$ cat src/rtl/stage_threshold_eval.sv
// Cascade stage-threshold evaluator: walks the threshold ROM per window,
// accumulates saturating signed votes and reports detect or reject stage.
module stage_threshold_eval #(
  parameter int W_DATA   = 11,
  parameter int W_ADDR   = 5,
  parameter int N_STAGES = 25,
  parameter int W_VOTE   = 14,
  parameter int W_SUM    = 18
) (
  input  logic              clk,
  input  logic              rst,
  input  logic              start,
  output logic              busy,
  output logic              rom_ena,
  output logic [W_ADDR-1:0] rom_addra,
  input  logic [W_DATA-1:0] rom_doa,
  input  logic              vote_valid,
  output logic              vote_ready,
  input  logic [W_VOTE-1:0] vote_data,
  input  logic              vote_last,
  output logic              result_valid,
  output logic              result_detect,
  output logic [W_ADDR-1:0] result_stage
);

  typedef enum logic [2:0] {
    S_IDLE,
    S_FETCH,
    S_LOAD,
    S_ACCUM,
    S_DECIDE
  } state_t;

  localparam logic [W_ADDR-1:0] LAST_STAGE = W_ADDR'(N_STAGES - 1);

  state_t                   state_q, state_d;
  logic [W_ADDR-1:0]        stage_q, stage_d;
  logic signed [W_SUM-1:0]  acc_q, acc_d;
  logic signed [W_SUM-1:0]  thr_q, thr_d;
  logic                     res_valid_q, res_valid_d;
  logic                     res_detect_q, res_detect_d;
  logic [W_ADDR-1:0]        res_stage_q, res_stage_d;

  logic signed [W_SUM:0]    vote_sum;
  logic signed [W_SUM-1:0]  acc_sat;
  logic                     pass;

  // One extra bit of headroom is enough: both operands fit in W_SUM bits.
  always_comb begin
    vote_sum = {acc_q[W_SUM-1], acc_q}
             + {{(W_SUM + 1 - W_VOTE){vote_data[W_VOTE-1]}}, vote_data};
    if (vote_sum[W_SUM] != vote_sum[W_SUM-1]) begin
      acc_sat = {vote_sum[W_SUM], {(W_SUM - 1){~vote_sum[W_SUM]}}};
    end else begin
      acc_sat = vote_sum[W_SUM-1:0];
    end
    pass = (acc_q >= thr_q);
  end

  // Next-state and datapath update for the stage walk.
  always_comb begin
    state_d      = state_q;
    stage_d      = stage_q;
    acc_d        = acc_q;
    thr_d        = thr_q;
    res_valid_d  = 1'b0;
    res_detect_d = res_detect_q;
    res_stage_d  = res_stage_q;
    unique case (state_q)
      S_IDLE: begin
        if (start) begin
          state_d = S_FETCH;
          stage_d = '0;
        end
      end
      S_FETCH: begin
        state_d = S_LOAD;
      end
      S_LOAD: begin
        thr_d   = {{(W_SUM - W_DATA){rom_doa[W_DATA-1]}}, rom_doa};
        acc_d   = '0;
        state_d = S_ACCUM;
      end
      S_ACCUM: begin
        if (vote_valid) begin
          acc_d = acc_sat;
          if (vote_last) begin
            state_d = S_DECIDE;
          end
        end
      end
      S_DECIDE: begin
        if (!pass || stage_q == LAST_STAGE) begin
          res_valid_d  = 1'b1;
          res_detect_d = pass;
          res_stage_d  = stage_q;
          state_d      = S_IDLE;
        end else begin
          stage_d = stage_q + W_ADDR'(1);
          state_d = S_FETCH;
        end
      end
      default: begin
        state_d = S_IDLE;
      end
    endcase
  end

  // State and result registers with synchronous reset.
  always_ff @(posedge clk) begin
    if (rst) begin
      state_q      <= S_IDLE;
      stage_q      <= '0;
      acc_q        <= '0;
      thr_q        <= '0;
      res_valid_q  <= 1'b0;
      res_detect_q <= 1'b0;
      res_stage_q  <= '0;
    end else begin
      state_q      <= state_d;
      stage_q      <= stage_d;
      acc_q        <= acc_d;
      thr_q        <= thr_d;
      res_valid_q  <= res_valid_d;
      res_detect_q <= res_detect_d;
      res_stage_q  <= res_stage_d;
    end
  end

  assign busy          = (state_q != S_IDLE);
  assign rom_ena       = (state_q == S_FETCH);
  assign rom_addra     = stage_q;
  assign vote_ready    = (state_q == S_ACCUM);
  assign result_valid  = res_valid_q;
  assign result_detect = res_detect_q;
  assign result_stage  = res_stage_q;

endmodule

$ cat config.mk
export PLATFORM = sky130hd
export DESIGN_NAME = stage_threshold_eval
export DESIGN_NICKNAME = d
export VERILOG_FILES = /design/src/rtl/stage_threshold_eval.sv
export SDC_FILE = /design/constraint.sdc
export NUM_CORES = 1
export LEC_CHECK = 0
export ABC_AREA = 1
export BUFFER_PORTS_ARGS = -buffer_cell sky130_fd_sc_hd__buf_2
export CORE_AREA = 5 5 107 84
export DETAILED_ROUTE_END_ITERATION = 10
export DIE_AREA = 0 0 112 89
export GPL_ROUTABILITY_DRIVEN = 0
export PLACE_DENSITY = 0.7
export SLEW_MARGIN = 20
export SYNTH_ARGS = -nofsm -noshare
export SYNTH_HDL_FRONTEND = slang
export SYNTH_SLANG_ARGS = --single-unit
$ cat constraint.sdc
create_clock -name clk -period 2.5 [get_ports clk]
set_clock_uncertainty 0.1 [all_clocks]
set_input_delay 0.375 -clock clk [delete_from_list [all_inputs] [get_ports clk]]
set_output_delay 0.375 -clock clk [all_outputs]
set_load 0.02 [all_outputs]
==> reports/summary.txt <==
DRC Markers = 0
minimum clock period = 2.394 ns
GRT Residual Overflow = 0
Final period util = 0.9576
Port Buffers = 44
routed len/inst = 12.64 um
Routed WL = 8.546 mm
worst r2r path cells = 16
vias in the first global route = 3148
Die H = 89 um
H-tree level count = 2
Skew-Pair Late Insertion Delay = 0.30 ns
top layer used by detailed routing = met4
EDFF count, synth = 0
Clock Tree Root = clkbuf_8
Peak VDD IR = 0.3633 mV
leakage power = 2.015 nW
non-filler cells, final = 676
slowest CP cell = dfxtp_4
antenna-violating nets left = 0
pwr dens = 744.4 nW/um^2
Filler Cells Inserted = 757
Die W = 112 um
critical path launch point type = register
Worst path most repeated cell = nand2_1
hold_buf cts = 0
max_slew headroom = 0.5785
CP endpoint kind = register
Slew Viols, Final = 0
Max clock buf depth = 2
Final nets = 639
Max Cap Viol = 0
FP Rows = 28
post-route cell area = 4059 um^2
outcome = finished, final reports clean
I/O pin cnt = 45
setup TNS = 0 ns
async set or reset register ratio after synthesis = 0
register area share after synthesis = 0.2572
critical-path cell list = clkinvlp_4 -> ha_4 -> nand2_1 -> inv_1 -> nand2_1 -> nand2_1 -> nand2_1 -> nand2_1 -> nor2_1 -> nand2_1 -> nand2_1 -> nand3_2 -> nand2_2 -> nand2_2 -> a21oi_1 -> nor2_1
Vias = 3396
crit path max fanout = 8
Core Box Area = 7742 um^2
post-detail-place hpwl = 6.657 mm
Reg area = 884.6 um^2
Hold WS = 0.2550 ns
initial antenna violation count = 0
Hold Crit Start = rom_doa[10]
Synthesized Nets = 589
clk sink count = 44
Worst-path clk slew = 0.10 ns
CP top delay family = simple AND/OR/NAND/NOR gates
area of the multi-input gates = 2372 um^2
Iter 0 DRT Violations = 155
largest net degree at the start of global routing = 24
Achievable Freq = 0.4177 GHz
ys flop type = dfxtp_1
met2 layer wire length in the routed design = 3.896 mm
Crit Path Class = register to register
CTS buffer count = 5
CTS tree = done
vias per cell = 5.024
final hold violation count = 0
routed metal-1 wire length = 4.311 mm
first-pass GRT wire length = 14.23 mm
worst slew pin tran = 0.6316 ns
met3 wire len = 292 um
Worst path depth = 16
Synth Register Bits = 44
final antenna diode count = 0
Hold Path Stages = 3
hold endpoint = thr_q[10]$_SDFFE_PP0P_
count of cell types in the netlist = 35
Final WS setup = 0.1059 ns
CP max stage delay = 0.37 ns
layout cells sized above 1 = 0.1944
Place WS = -0.08131 ns
Required @ worst endpoint = 2.60 ns
Critical Path AT = 2.50 ns
Layout area overhead = 18.52%
Mean Syn Cell Area = 6.586 um^2
RR Startpoint = thr_q[10]$_SDFFE_PP0P_
reg2reg setup slack = 0.11 ns
Bufs and invs on worst path = 2
first drt pass iteration count = 4
Initial Util = 0.4423
DP Area = 3775 um^2
reg-to-reg critical path endpoint = rom_addra[2]$_SDFFE_PP0P_
Setup violations, final = 0
Die ar. = 9968 um^2
cell area after synthesis = 3425 um^2
Cells after DPL = 665
Hold/Removal Path Class = input port to register
Post-Synthesis Cells = 520
synth warn = 0
Total Routing Usage GR = 0.1693
[repair_timing]
| item | 4_1_cts | 5_1_grt |
|---|---|---|
| setup buffers | 0 | 1 |
| gates resized for setup | 1 | 20 |
| setup endpoints to repair | 6 | 28 |
| gates cloned | 0 | 2 |
| pin swaps | 0 | 2 |
[layer usage]
metal / vias up / track usage
li1: 1802 / -
met5: - / 0
met4: 0 / 0.02293
met2: 64 / 0.2884
met1: 1522 / 0.2359
met3: 8 / 0.02571
[placed cells by master, fill, tap and decap left out, drive strengths merged, types with 2 or more instances in the layout]
cell,n
a21o,3
a21oi,53
buf,52
bufinv,3
clkbuf,5
clkinvlp,2
dfxtp,44
ha,38
inv,54
nand2,163
nand3,49
nand4,5
nor2,53
nor3,5
o21ai,18
o21bai,3
or2,2
xnor2,8
xor2,2
[layout make-up]
type	instances	share of cell area
repair inverters	1	0.001233
well taps	105	0.03237
repair buffers	52	0.07213
multi-input cells	410	0.5845
flip-flops and latches	44	0.2179
clock buffers	5	0.01695
clock inverters	3	0.02219
inverters	56	0.05271
[Yosys cell counts (all sizes together), types with 2 or more instances]
cell	instances	share of area
nor2	53	0.058
nand2	162	0.19
or2	2	0.0037
a21o	3	0.0066
xnor2	8	0.020
ha	38	0.14
nand3	49	0.076
a21oi	53	0.095
nor3	5	0.0073
buf	6	0.014
xor2	2	0.0051
dfxtp	44	0.26
clkbuf	5	0.0055
nand4	5	0.0091
o21ai	18	0.026
o21bai	3	0.0066
inv	55	0.060
[stage by stage]
step                utilization  total power [mW]
floorplan                     -             1.820
global placement         0.4876             2.085
detailed placement       0.4876             2.129
CTS                      0.5084             2.893
global route             0.5242             3.260
finish                   0.5242             3.021
[logic make-up after synthesis]
logic type | after synthesis | synth area share
flip-flops | 44 | 0.2572
adder cells (fa/ha/maj) | 39 | 0.1447
XOR/XNOR | 10 | 0.02558
AO/OA/AOI/OAI | 80 | 0.1407
AND/OR/NAND/NOR | 280 | 0.3511
buffers and inverters | 67 | 0.08074
[worst register-to-register path: stages, from the launching register on]
cell        delay, ns
dfxtp_4          0.37
clkinvlp_4       0.23
ha_4             0.32
nand2_1          0.09
inv_1            0.05
nand2_1          0.06
nand2_1          0.06
nand2_1          0.08
nand2_1          0.06
nor2_1           0.11
nand2_1          0.07
nand2_1          0.08
nand3_2          0.10
nand2_2          0.13
nand2_2          0.14
a21oi_1          0.18
nor2_1           0.06
[worst max path at each step]
stage,from,endpoint,slack [ns]
after global routing,thr_q[10]$_SDFFE_PP0P_,rom_addra[0]$_SDFFE_PP0P_,-0.05
after floorplan,vote_data[0],acc_q[12]$_SDFFE_PP0P_,0.24
after detailed placement,thr_q[10]$_SDFFE_PP0P_,result_stage[1]$_SDFFE_PP0P_,-0.08
after CTS,thr_q[10]$_SDFFE_PP0P_,result_detect$_SDFFE_PP0P_,0.06
after global placement,thr_q[10]$_SDFFE_PP0P_,result_stage[1]$_SDFFE_PP0P_,0.009
final,thr_q[10]$_SDFFE_PP0P_,rom_addra[2]$_SDFFE_PP0P_,0.11
[sequential cells by signal, summed over array words and instances, names as in the netlist]
signal,count
acc_q,18
thr_q,11
result_stage,5
result_valid,1
result_detect,1
state_q,3
rom_addra,5
[power by group]
part           switching [mW]  leakage, nW  internal, mW
Combinational           0.868         1.58         0.475
Sequential              0.107        0.358         0.815
Clock                   0.257       0.0784         0.500
Total                    1.23         2.02          1.79
Power figures use the tool's default switching activity.
